==> src/rtl/io_bridge_port_b_pkg.sv <==
// rtl/io_bridge_port_b_pkg.sv - shared types and constants for the port-B I/O bridge
package io_bridge_port_b_pkg;

    typedef enum logic [2:0] {
        ST_IDLE,
        ST_WRITE_BTN,
        ST_READ,
        ST_DRAIN,
        ST_COMMIT
    } bridge_state_t;

    localparam logic [15:0] DEF_BTN_ADDR = 16'hFF00;
    localparam logic [15:0] DEF_OBJ_BASE = 16'hFF10;

    // Bit positions inside btn_raw / btn_stable
    localparam int BTN_P1_UP   = 0;
    localparam int BTN_P1_DOWN = 1;
    localparam int BTN_P2_UP   = 2;
    localparam int BTN_P2_DOWN = 3;

endpackage

==> src/rtl/io_bridge_port_b_btn_debounce.sv <==
// rtl/io_bridge_port_b_btn_debounce.sv - single-bit 2-flop synchronizer plus debouncer
module btn_debounce #(
    parameter int DEBOUNCE_CYCLES = 50000
) (
    input  logic clk,
    input  logic reset,
    input  logic btn_async,
    output logic btn_stable
);

    localparam int CW = $clog2(DEBOUNCE_CYCLES + 1);

    logic          sync_1;
    logic          sync_2;
    logic [CW-1:0] cnt;

    // Counter tracks consecutive cycles the synchronized input disagrees with the stable bit
    always_ff @(posedge clk) begin
        if (reset) begin
            sync_1     <= 1'b0;
            sync_2     <= 1'b0;
            cnt        <= '0;
            btn_stable <= 1'b0;
        end else begin
            sync_1 <= btn_async;
            sync_2 <= sync_1;
            if (sync_2 == btn_stable) begin
                cnt <= '0;
            end else if (cnt == CW'(DEBOUNCE_CYCLES - 1)) begin
                cnt        <= '0;
                btn_stable <= sync_2;
            end else begin
                cnt <= cnt + CW'(1);
            end
        end
    end

endmodule

==> src/rtl/io_bridge_port_b.sv <==
// rtl/io_bridge_port_b.sv - per-frame button mailbox write and object block read over BRAM port B
module io_bridge_port_b
    import io_bridge_port_b_pkg::*;
#(
    parameter logic [15:0] BTN_ADDR        = DEF_BTN_ADDR,
    parameter logic [15:0] OBJ_BASE        = DEF_OBJ_BASE,
    parameter int          N_OBJ           = 4,
    parameter int          DEBOUNCE_CYCLES = 50000
) (
    input  logic                  clk,
    input  logic                  reset,
    input  logic                  frame_tick,
    input  logic [3:0]            btn_raw,
    input  logic [15:0]           q_b,
    output logic [15:0]           addr_b,
    output logic [15:0]           data_b,
    output logic                  we_b,
    output logic [16*N_OBJ-1:0]   obj_data,
    output logic                  upd_done,
    output logic                  busy,
    output logic                  overrun
);

    localparam int          IW   = (N_OBJ > 1) ? $clog2(N_OBJ) : 1;
    localparam logic [IW-1:0] LAST = IW'(N_OBJ - 1);

    logic [3:0] btn_stable;

    btn_debounce #(.DEBOUNCE_CYCLES(DEBOUNCE_CYCLES)) u_db_p1_up (
        .clk(clk), .reset(reset), .btn_async(btn_raw[BTN_P1_UP]), .btn_stable(btn_stable[BTN_P1_UP])
    );
    btn_debounce #(.DEBOUNCE_CYCLES(DEBOUNCE_CYCLES)) u_db_p1_down (
        .clk(clk), .reset(reset), .btn_async(btn_raw[BTN_P1_DOWN]), .btn_stable(btn_stable[BTN_P1_DOWN])
    );
    btn_debounce #(.DEBOUNCE_CYCLES(DEBOUNCE_CYCLES)) u_db_p2_up (
        .clk(clk), .reset(reset), .btn_async(btn_raw[BTN_P2_UP]), .btn_stable(btn_stable[BTN_P2_UP])
    );
    btn_debounce #(.DEBOUNCE_CYCLES(DEBOUNCE_CYCLES)) u_db_p2_down (
        .clk(clk), .reset(reset), .btn_async(btn_raw[BTN_P2_DOWN]), .btn_stable(btn_stable[BTN_P2_DOWN])
    );

    bridge_state_t state, state_n;
    logic [IW-1:0] idx, idx_n;
    logic [15:0]   addr_n;
    logic [15:0]   data_n;
    logic          we_n;
    logic          rd_n;

    logic          rd_valid;
    logic [IW-1:0] rd_idx;
    logic          cap_valid;
    logic [IW-1:0] cap_idx;
    logic [15:0]   shadow [N_OBJ];

    assign busy    = (state != ST_IDLE);
    assign overrun = frame_tick && busy;

    // Next-state logic also computes the port-B values for the state being entered
    always_comb begin
        state_n = state;
        idx_n   = idx;
        addr_n  = '0;
        data_n  = '0;
        we_n    = 1'b0;
        case (state)
            ST_IDLE: begin
                if (frame_tick) begin
                    state_n = ST_WRITE_BTN;
                    addr_n  = BTN_ADDR;
                    data_n  = {12'b0, btn_stable};
                    we_n    = 1'b1;
                end
            end
            ST_WRITE_BTN: begin
                state_n = ST_READ;
                idx_n   = '0;
                addr_n  = OBJ_BASE;
            end
            ST_READ: begin
                if (idx == LAST) begin
                    state_n = ST_DRAIN;
                end else begin
                    idx_n  = idx + IW'(1);
                    addr_n = OBJ_BASE + 16'(idx) + 16'd1;
                end
            end
            ST_DRAIN:  state_n = ST_COMMIT;
            ST_COMMIT: state_n = ST_IDLE;
            default:   state_n = ST_IDLE;
        endcase
        rd_n = (state_n == ST_READ);
    end

    always_ff @(posedge clk) begin
        if (reset) begin
            state     <= ST_IDLE;
            idx       <= '0;
            addr_b    <= '0;
            data_b    <= '0;
            we_b      <= 1'b0;
            rd_valid  <= 1'b0;
            rd_idx    <= '0;
            cap_valid <= 1'b0;
            cap_idx   <= '0;
            upd_done  <= 1'b0;
            obj_data  <= '0;
            for (int i = 0; i < N_OBJ; i++) shadow[i] <= '0;
        end else begin
            state     <= state_n;
            idx       <= idx_n;
            addr_b    <= addr_n;
            data_b    <= data_n;
            we_b      <= we_n;
            rd_valid  <= rd_n;
            rd_idx    <= idx_n;
            // read data returns one cycle after the address, so capture lags issue by one
            cap_valid <= rd_valid;
            cap_idx   <= rd_idx;
            if (cap_valid) shadow[cap_idx] <= q_b;
            upd_done  <= (state == ST_COMMIT);
            if (state == ST_COMMIT) begin
                for (int i = 0; i < N_OBJ; i++) obj_data[16*i +: 16] <= shadow[i];
            end
        end
    end

endmodule

==> config.mk <==
export PLATFORM = sky130hd
export DESIGN_NAME = io_bridge_port_b
export DESIGN_NICKNAME = d
export VERILOG_FILES = /design/src/rtl/io_bridge_port_b_pkg.sv /design/src/rtl/io_bridge_port_b_btn_debounce.sv /design/src/rtl/io_bridge_port_b.sv
export SDC_FILE = /design/constraint.sdc
export NUM_CORES = 1
export LEC_CHECK = 0
export CORE_MARGIN = 3
export CORE_UTILIZATION = 49
export DETAILED_ROUTE_END_ITERATION = 7
export PLACE_DENSITY = 0.74
export REMOVE_ABC_BUFFERS = 1
export SLEW_MARGIN = 20
export SYNTH_ARGS = -nofsm -noshare
export SYNTH_HDL_FRONTEND = slang
export SYNTH_HIERARCHICAL = 1
export SYNTH_SLANG_ARGS = --single-unit
==> constraint.sdc <==
create_clock -name clk -period 1.63 [get_ports clk]
set_input_delay 0.326 -clock clk [delete_from_list [all_inputs] [get_ports clk]]
set_output_delay 0.326 -clock clk [all_outputs]
set_load 0.1 [all_outputs]
==> key figures, run 1 <==
Detailed routing
  – Vias per cell: ~5.0
  – Iteration-0 DRC Markers: between 300 and 400
  – Routed Antenna Nets: 0
  – Post-route DRC violation count: 0
  – Vias post-DR: about 6200
  – Final WL: around 19000 µm
  – Avg WL per Cell: between 15 and 20 µm
  – Drt first pass iters: 4

STA
  – Setup WS post-layout: -0.2218 ns
  – Fmax: roughly 540 MHz
  – Hold Fails Final Rpt: 0
  – Final setup TNS: -0.4285 ns
  – Worst slew pin tran: between 0.5 and 0.6 ns
  – Fin crit period: 1.852 ns
  – Crit share post-route: 1.136
  – RSZ-0062 raised after global routing: true
  – Worst slew margin: 0.6035
  – Clock Skew: around 0.023 ns
  – Setup violators final: 2
  – Final max-slew violation count: 0

Global routing
  – Largest net degree at the start of global routing: 47
  – Initial antenna violation count: 0
  – Vias in the first global route: 6141
  – GRT Total Usage: 0.1915
  – Total grt overflow: 0
  – First-pass GRT wire length: 31180 µm

Die
  – Area of the core: about 18000 µm²
  – DIE WIDTH: 141.0 µm
  – Initial Utilization: 0.5090
  – IO Count: 123
  – Die height: between 100 and 150 µm
  – Row Count: 48
  – DIE AREA: ~20000 µm²

Finish
  – Diodes inserted: 0
  – Area delta synth->final: 33.73%
  – Final net count: 1016
  – Fin cells: roughly 1200
  – Layout cells sized above 1: 0.2196
  – Most common cell after layout, fill and taps aside: dfxtp_1
  – Final Util: 0.6807
  – Most frequent cells in the layout: dfxtp_1, nand2_1, buf_12
  – Fin area: 11940 µm²

Logic synthesis
  – EDFF count, synth: 64
  – Top cell type by total area after synthesis: dfxtp_1
  – Syn avg cell area: between 10 and 15 µm²
  – Number of distinct library cells after synthesis: 47
  – Yosys warns: 6
  – Mapped Area: 8926 µm²
  – Synth area leaders: dfxtp_1, edfxtp_1, nand2_1, xnor2_1, and2_1
  – Seq/Total Area, Yosys: 0.5719
  – Post-synth ARST share: 0
  – Synth Flop Type: dfxtp_1
  – Synth top area share: 0.3566
  – Register bit total from synthesis: 223
  – Syn Inst Count: about 850

Clock tree
  – CTS Root Cell: clkbuf_16
  – CTS Sinks: roughly 220
  – CTS tree: yes
  – Reg clk slew, reported paths: about 0.06 ns
  – Hold buffer count at cts: 0
  – Total CTS buffers: 23
  – Deepest level of the CTS H-tree: 1
  – CTS max path bufs: 3
  – Worst-Skew Late Latency: around 0.51 ns

Critical path
  – Worst setup EP type: output pin
  – CP max FO: 2
  – Kind of critical path: flip-flop to output pin
  – CP arrival: 1.53 ns
  – Startpoint Class: flip-flop
  – WP data required: approximately 1.3 ns

Min path
  – Tightest Hold Check Type: input port to flip-flop

Status
  – Violated checks: negative setup slack
  – Outcome: finished with violations

Placement
  – Inst Count DP: between 1000 and 1500
  – Setup Slack @ Placement: -0.003461 ns
  – Buffers on Ports: about 110
  – Final weighted congestion in routability-driven placement: 0.7980
  – Area of placed instances: 11140 µm²
  – Dpl hpwl: between 10000 and 15000 µm

Run
  – Max-cap violation count: 0

Pwr
  – Power Dens Cells: around 1000 nW/µm²
  – Pleak: between 4 and 5 nW
  – Worst vdd ir: a little under 0.9 mV
final cells by class:
type | count | area (µm²)
clock buffer | 33 | 693.2
clock inverter | 6 | 30.03
fill | 1274 | 5600
timing repair buffer | 151 | 2307
inverter | 15 | 56.30
sequential | 223 | 5112
multi-input combinational | 574 | 3456
tap | 225 | 281.5
cells in the mapped netlist (3+ instances only):
cell type  number
buf_4          30
nor3b_4         3
nand4_1         4
o21a_1          3
dfxtp_1       159
buf_2           5
nor2_2          8
and3_2          4
ha_1            5
buf_6          10
nand3_1        20
or2_2           3
edfxtp_1       64
nor4bb_1        9
xor2_1          4
nor4_4          4
nor2b_1        11
nand2_1       141
nor3b_1         3
mux2i_1         5
inv_1          15
nand4b_1        4
nor4_2          8
nand2_2         4
xnor2_1        57
nand4_2         4
a21oi_1        66
nor2_1         79
clkbuf_1       10
and2_1         69
nand4_4         4
nor3_1         17
nor4b_1         5
sequential cells by signal, indices dropped and copies added, names as in the netlist, 2 cells and up:
signal,cells
obj_data,64
shadow,64
u_db_p1_down/cnt,16
u_db_p1_up/cnt,16
u_db_p2_down/cnt,16
u_db_p2_up/cnt,16
addr_b,4
data_b,4
state,3
cap_idx,2
rd_idx,2
worst max-delay path, cell delays in order (launching register included):
cell	delay, ns
dfxtp_4	0.34
or3_4	0.38
and2_4	0.16
buf_12	0.16
repair_timing:
action | in CTS | in global routing
resized for setup | 5 | 10
setup endpoints to repair | 2 | 42
setup buffers | 3 | 0
pin swaps | 2 | 0
stage by stage:
stage	hold WS (ns)	total power, mW
2_1_floorplan	0.3951	6.638
3_3_place_gp	0.4175	7.074
3_5_place_dp	0.4270	7.086
4_1_cts	0.2263	12.08
5_1_grt	0.2460	12.35
6_report	0.2417	11.97
layer usage:
layer / part of all wire / GRT usage / wire length, µm
met1: 0.43 / 0.2519 / 8378
met3: 0.057 / 0.04545 / 1109
met2: 0.49 / 0.3218 / 9526
met5: 0 / 0 / 0
met4: 0.018 / 0.04488 / 341
kinds of logic (layout without fill, tap and decap cells):
kind of cell / count (synthesis) / in the layout / synth area share
adders and majority gates: 5 / 5 / 0.007009
DFF: 223 / 223 / 0.5719
other: 1 / 17 / 0.0004201
buffers and inverters: 73 / 205 / 0.05271
AOI/OAI and AO/OA: 73 / 73 / 0.04331
and+or+nand+nor: 413 / 413 / 0.2592
muxes: 5 / 5 / 0.005607
xor gates and xnor gates: 61 / 61 / 0.05985
worst paths after layout:
kind / cells after the start / slack, ns / endpoint / start
max: 3 / -0.22 / overrun / state[1]$_SDFF_PP0_
max reg2reg: 5 / 0.10 / obj_data[13]$_SDFFE_PP0P_ / state[1]$_SDFF_PP0_
min: 3 / 0.24 / obj_data[45]$_SDFFE_PP0P_ / reset
min reg2reg: 1 / 0.44 / u_db_p2_down/cnt[0]$_SDFF_PP0_ / u_db_p2_down/cnt[0]$_SDFF_PP0_
power by group:
group / leakage, nW / internal, mW / switching [mW]
clock network: 0.360 / 2.93 / 2.05
registers: 1.95 / 5.81 / 0.0530
logic: 2.01 / 0.352 / 0.779
No activity file was read; power rests on OpenSTA's default activity.
==> run 2, diff against run 1 <==
SKIP_CTS_REPAIR_TIMING = 1   (was not set)
==> run 2 against run 1 <==
  * The flow still finishes with violations (negative setup slack)
  * Combinational power about the same
  * Wire length is 0.26% higher
  * Largest power group unchanged
  * Critical path depth is the same
  * First-iteration DRC count down 5.4%
  * Clock-buffer cell count stayed put
  * Cell count increased by 0.16%
  * Global-route usage is 0.087 points lower
  * Clock skew rose by 0.0013 ns
  * Power rose by 0.12%
  * Fmax shrank 0.57%
  * Die area unchanged
  * Highest routed layer unchanged
==> key figures, run 2 (synthesis results as in run 1) <==
STA
  – Setup violators final: 2 (unchanged)
  – Setup WS post-layout: -0.2325 ns (-0.01069 ns)
  – Worst slew pin tran: 0.5879 ns (-0.004134 ns)
  – Hold Fails Final Rpt: 0 (unchanged)
  – Fin crit period: 1.863 ns (+0.01069 ns)
  – Fmax: 536.9 MHz (-0.57%)
  – Final max-slew violation count: 0 (unchanged)
  – Worst slew margin: 0.6063 (+0.002769)
  – Crit share post-route: 1.143 (+0.006556)
  – RSZ-0062 raised after global routing: true
  – Worst hold margin: 0.2465 ns (+0.004810 ns)
  – Clock Skew: 0.02380 ns (+0.001274 ns)

Global routing
  – Largest net degree at the start of global routing: 47 (unchanged)
  – Met1 usage: 0.2514 (-0.0004361)
  – Initial antenna violation count: 0 (unchanged)
  – GR Util met3: 0.04545 (unchanged)
  – Vias in the first global route: 6120 (-0.34%)
  – First-pass GRT wire length: 31080 µm (-0.33%)
  – GRT busiest layer: met2
  – Total grt overflow: 0 (unchanged)
  – GRT Total Usage: 0.1906 (-0.0008657)
  – Met2 GRT Util: 0.3193 (-0.002520)

Critical path
  – Worst setup EP type: output pin
  – Kind of critical path: flip-flop to output pin
  – CP max FO: 5 (+3)
  – Worst Setup EP: overrun
  – Reg2reg path depth: 6 (+1)
  – CP arrival: 1.54 ns (about the same)
  – Crit path launch: state[1]$_SDFF_PP0_
  – Worst r2r dst: u_db_p2_up/cnt[14]$_SDFF_PP0_
  – Startpoint Class: flip-flop
  – RR Startpoint: u_db_p2_up/cnt[0]$_SDFF_PP0_
  – WP data required: 1.30 ns (about the same)
  – R2R Setup Slk: 0.11 ns (about the same)

Detailed routing
  – Routed Antenna Nets: 0 (unchanged)
  – Final WL: 19410 µm (+0.26%)
  – Iteration-0 DRC Markers: 333 (-5.4%)
  – Avg WL per Cell: 15.79 µm (about the same)
  – Post-route DRC violation count: 0 (unchanged)
  – Vias per cell: 5.056 (+0.21%)
  – Drt first pass iters: 5 (+1)
  – Vias post-DR: 6214 (+0.37%)

Die
  – Initial Utilization: 0.5090 (unchanged)
  – Die height: 141.0 µm (unchanged)
  – DIE WIDTH: 141.0 µm (unchanged)
  – Area of the core: 17540 µm² (unchanged)
  – Row Count: 48 (unchanged)
  – DIE AREA: 19870 µm² (unchanged)
  – IO Count: 123 (unchanged)

Finish
  – Diodes inserted: 0 (unchanged)
  – Layout cells sized above 1: 0.2201 (+0.0005586)
  – Largest regs: obj_data (64), shadow (64)
  – Final net count: 1018 (+0.20%)
  – Most common cell after layout, fill and taps aside: dfxtp_1
  – Fin area: 11950 µm² (about the same)
  – Area delta synth->final: 33.84% (about the same)
  – Most frequent cells in the layout: dfxtp_1, nand2_1, buf_12
  – Final Util: 0.6812 (about the same)
  – Fin cells: 1229 (+0.16%)
  – Multi-input logic area: 3456 µm² (unchanged)
  – FF+latch area: 5111 µm² (about the same)
  – Layout fillers: 1275 (+0.078%)

Clock tree
  – CTS Sinks: 223 (unchanged)
  – CTS max path bufs: 3 (unchanged)
  – Deepest level of the CTS H-tree: 1 (unchanged)
  – CTS tree: yes
  – Reg clk slew, reported paths: 0.06 ns (about the same)
  – Worst-Skew Late Latency: 0.51 ns (about the same)
  – CTS Root Cell: clkbuf_16
  – Total CTS buffers: 23 (unchanged)

Status
  – Outcome: finished with violations
  – Violated checks: negative setup slack

Placement
  – Buffers on Ports: 105 (unchanged)
  – Area of placed instances: 11140 µm² (unchanged)
  – Final weighted congestion in routability-driven placement: 0.7980 (unchanged)
  – Inst Count DP: 1185 (unchanged)
  – Dpl hpwl: 12910 µm (unchanged)
  – Setup Slack @ Placement: -0.003461 ns (unchanged)

Pwr
  – Pleak: 4.325 nW (+0.21%)
  – Worst vdd ir: 0.8691 mV (+0.12%)
  – Power Dens Cells: 1003 nW/µm² (about the same)

Min path
  – Tightest Hold Check Type: input port to flip-flop

Run
  – Max-cap violation count: 0 (unchanged)
-- run 2: cell count changes in the layout (fill, tap and decap cells not counted), sizes merged --
cell  change
buf       +2
-- run 2: stage by stage --
stage | total power [mW] | TNS, ns
finish | 11.98 | -0.4619
global placement | 7.074 | -0.006866
CTS | 12.06 | -0.6277
floorplan | 6.638 | -201.53
detailed placement | 7.086 | -0.03911
global route | 12.35 | -0.5518
-- run 2: area by class of cell --
type / count / area share
multi-input cells: 574 / 0.2893
flip-flops and latches: 223 / 0.4278
clock buffers: 33 / 0.05802
repair buffers: 153 / 0.1941
inverters: 15 / 0.004713
well taps: 225 / 0.02357
clock inverters: 6 / 0.002514
-- run 2: where the power goes --
| group | total [mW] | internal (mW) | switching [mW] | leakage, nW |
|---|---|---|---|---|
| Clock | 4.99 | 2.93 | 2.06 | 0.360 |
| Sequential | 5.86 | 5.81 | 0.0543 | 1.95 |
| Combinational | 1.14 | 0.357 | 0.779 | 2.02 |
| Total | 12.0 | 9.09 | 2.89 | 4.32 |
-- run 2: per-layer routing --
metal	vias to the layer above	part of all wire
li1	3071	-
met1	2977	0.43
met2	145	0.49
met3	21	0.062
met4	0	0.015
met5	-	0
-- run 2: worst min path at each step --
stage                                         startpoint                             end  slack [ns]  cells past startpoint
after floorplan                                    reset        obj_data[0]$_SDFFE_PP0P_        0.40                      1
after global placement    u_db_p1_down/sync_1$_SDFF_PP0_  u_db_p1_down/sync_2$_SDFF_PP0_        0.42                      1
after detailed placement  u_db_p2_down/sync_1$_SDFF_PP0_  u_db_p2_down/sync_2$_SDFF_PP0_        0.43                      1
after CTS                                          reset       obj_data[45]$_SDFFE_PP0P_        0.23                      3
after global routing                               reset       obj_data[42]$_SDFFE_PP0P_        0.25                      3
final                                              reset       obj_data[42]$_SDFFE_PP0P_        0.25                      3
-- run 2: critical path: stages, from the launching register on --
cell and delay [ns]:
dfxtp_4 0.35, or3_4 0.38, and2_4 0.16, buf_12 0.16
==> run 3, diff against run 2 <==
CORE_MARGIN = not set   (was 3)
SLEW_MARGIN = not set   (was 20)
==> run 3 against run 2 <==
  * The run still ends with negative setup slack left
  * Power decreased by 0.62%
  * Via count increased by 0.35%
  * Clock power decreased by 1%
  * Largest cell class unchanged
  * Cell count increased by 0.16%
  * Highest routed layer unchanged
  * Combinational power about the same
  * Worst setup slack improved by 0.018 ns
  * Fmax increased by 0.99%
==> key figures, run 3 (synthesis results as in run 1) <==
Clock tree
  – Worst-Skew Late Latency: 0.50 ns (about the same)
  – CTS max path bufs: 3 (unchanged)
  – Reg clk slew, reported paths: 0.06 ns (about the same)
  – Deepest level of the CTS H-tree: 1 (unchanged)
  – CTS Root Cell: clkbuf_16
  – Total CTS buffers: 23 (unchanged)
  – CTS tree: yes
  – CTS Sinks: 223 (unchanged)

Min path
  – Hold path cells: 2 (-1)
  – Tightest Hold Check Type: input port to flip-flop

Critical path
  – CP max FO: 3 (-2)
  – Crit path launch: state[0]$_SDFF_PP0_
  – Worst r2r dst: u_db_p2_up/btn_stable$_SDFFE_PP0P_
  – Buf+Inv Stages, Crit Path: 1 (unchanged)
  – CP arrival: 1.52 ns (-0.02 ns)
  – RR Startpoint: u_db_p2_up/cnt[12]$_SDFF_PP0_
  – R2R Setup Slk: 0.09 ns (-0.02 ns)
  – Max stage delay cell, worst path: or3_4
  – Reg2reg path depth: 5 (-1)
  – Cell Chain, Critical Path: or3_4, and2_4, buf_12
  – Startpoint Class: flip-flop
  – Max incr delay on CP: 0.39 ns (about the same)
  – WP data required: 1.30 ns (about the same)
  – Worst setup EP type: output pin
  – Kind of critical path: flip-flop to output pin
  – Critical Path Stages: 3 (unchanged)
  – Crit path max-delay family: simple AND/OR/NAND/NOR gates
  – Worst Setup EP: overrun

Global routing
  – Initial antenna violation count: 1 (+1)
  – Total grt overflow: 0 (unchanged)
  – Vias in the first global route: 5921 (-3.3%)
  – GRT Total Usage: 0.1964 (+0.005846)
  – First-pass GRT wire length: 28860 µm (-7.1%)
  – Largest net degree at the start of global routing: 76 (+62%)

Detailed routing
  – Drt first pass iters: 4 (-1)
  – Post-route DRC violation count: 0 (unchanged)
  – Vias per cell: 5.066 (+0.19%)
  – Final WL: 18360 µm (-5.4%)
  – Vias post-DR: 6236 (+0.35%)
  – Avg WL per Cell: 14.92 µm (-5.5%)
  – Routed Antenna Nets: 0 (unchanged)
  – Iteration-0 DRC Markers: 369 (+11%)

Finish
  – Most common cell after layout, fill and taps aside: dfxtp_1
  – Area delta synth->final: 33.17%
  – Largest regs: obj_data (64), shadow (64)
  – Layout cells sized above 1: 0.2119 (-0.008179)
  – Most frequent cells in the layout: dfxtp_1, nand2_1, buf_12
  – Final net count: 1018 (unchanged)

STA
  – RSZ-0062 raised after global routing: true
  – Fin crit period: 1.844 ns (-0.01828 ns)
  – Final setup TNS: -0.4242 ns (+0.03775 ns)
  – Final max-slew violation count: 0 (unchanged)
  – Worst slew margin: 0.6344 (+0.02812)
  – Clock Skew: 0.01532 ns (-0.008476 ns)
  – Fmax: 542.2 MHz (+0.99%)
  – Hold Fails Final Rpt: 0 (unchanged)
  – Crit share post-route: 1.131 (-0.01121)
  – Setup WS post-layout: -0.2143 ns (+0.01828 ns)
  – Worst slew pin tran: 0.5484 ns (-0.03951 ns)
  – Setup violators final: 2 (unchanged)

Pwr
  – Total power: 11.91 mW (-0.62%)
  – Pleak: 4.293 nW (-0.74%)
  – Worst vdd ir: 0.7876 mV (-9.4%)
  – Power Dens Cells: 1002 nW/µm² (-0.12%)

Status
  – Outcome: finished with violations
  – Violated checks: negative setup slack

Die
  – Area of the core: 17540 µm² (unchanged)
  – DIE AREA: 18760 µm² (-5.6%)
  – Initial Utilization: 0.5090 (unchanged)
  – DIE WIDTH: 137.0 µm (-2.8%)
  – Die height: 137.0 µm (-2.8%)
  – IO Count: 123 (unchanged)
  – Row Count: 48 (unchanged)

Placement
  – Dpl hpwl: 12010 µm (-7.0%)
  – Final weighted congestion in routability-driven placement: 0.7629 (-4.4%)
  – Buffers on Ports: 105 (unchanged)

Run
  – Max-cap violation count: 0 (unchanged)
[run 3: cell types whose count changed in the layout (fill, tap and decap cells not counted), moves of 2 or more]
cell,delta
clkbuf_1,+7
buf_4,+2
buf_12,-2
clkbuf_8,-7
[run 3: cell type report]
class / instances / area [µm²]
clock buffers: 34 / 648.1
inverters: 15 / 56.30
clock inverters: 6 / 55.05
diodes: 1 / 2.502
well taps: 225 / 281.5
fillers: 1303 / 5650
flip-flops and latches: 223 / 5109
multi-input cells: 574 / 3441
repair buffers: 153 / 2293
[run 3: per-layer routing]
metal | up-vias | GRT usage | routed length [µm] | part of all wire
li1 | 3079 | - | - | -
met1 | 2997 | 0.2518 | 8107 | 0.44
met2 | 143 | 0.3319 | 9045 | 0.49
met3 | 17 | 0.04333 | 1030 | 0.056
met4 | 0 | 0.05495 | 180 | 0.0098
met5 | - | 0 | 0 | 0
[run 3: where the power goes]
part / total, mW / internal [mW] / switching [mW] / leakage [nW]
clock network: 4.92 / 2.90 / 2.02 / 0.341
registers: 5.86 / 5.81 / 0.0534 / 1.95
logic: 1.13 / 0.354 / 0.774 / 2.01
total: 11.9 / 9.06 / 2.85 / 4.29
[run 3: metrics by stage]
step / utilization / hold slack [ns] / instances / setup slack [ns] / cell area, µm²
after floorplan: - / 0.3951 / 812 / -4.114 / 8572
after global placement: 0.6338 / 0.4184 / 1185 / 0.08140 / 11110
after detailed placement: 0.6338 / 0.4239 / 1185 / 0.06835 / 11110
after CTS: 0.6739 / 0.07453 / 1225 / -0.3542 / 11820
after global routing: 0.6778 / 0.07905 / 1231 / -0.2568 / 11890
final: 0.6778 / 0.08908 / 1231 / -0.2143 / 11890
[run 3: worst min-delay path by stage]
stage,startpoint,end,slack [ns]
floorplan,reset,obj_data[0]$_SDFFE_PP0P_,0.40
global placement,u_db_p2_down/sync_1$_SDFF_PP0_,u_db_p2_down/sync_2$_SDFF_PP0_,0.42
detailed placement,u_db_p1_down/sync_1$_SDFF_PP0_,u_db_p1_down/sync_2$_SDFF_PP0_,0.42
CTS,reset,cap_valid$_SDFF_PP0_,0.07
global route,reset,cap_valid$_SDFF_PP0_,0.08
finish,reset,cap_valid$_SDFF_PP0_,0.09
[run 3: worst reg2reg max path, cell delays in order (launching register included)]
cell	delay, ns
dfxtp_1	0.35
nor4bb_1	0.37
nand4b_1	0.28
buf_4	0.22
mux2i_1	0.15
nor2_1	0.05
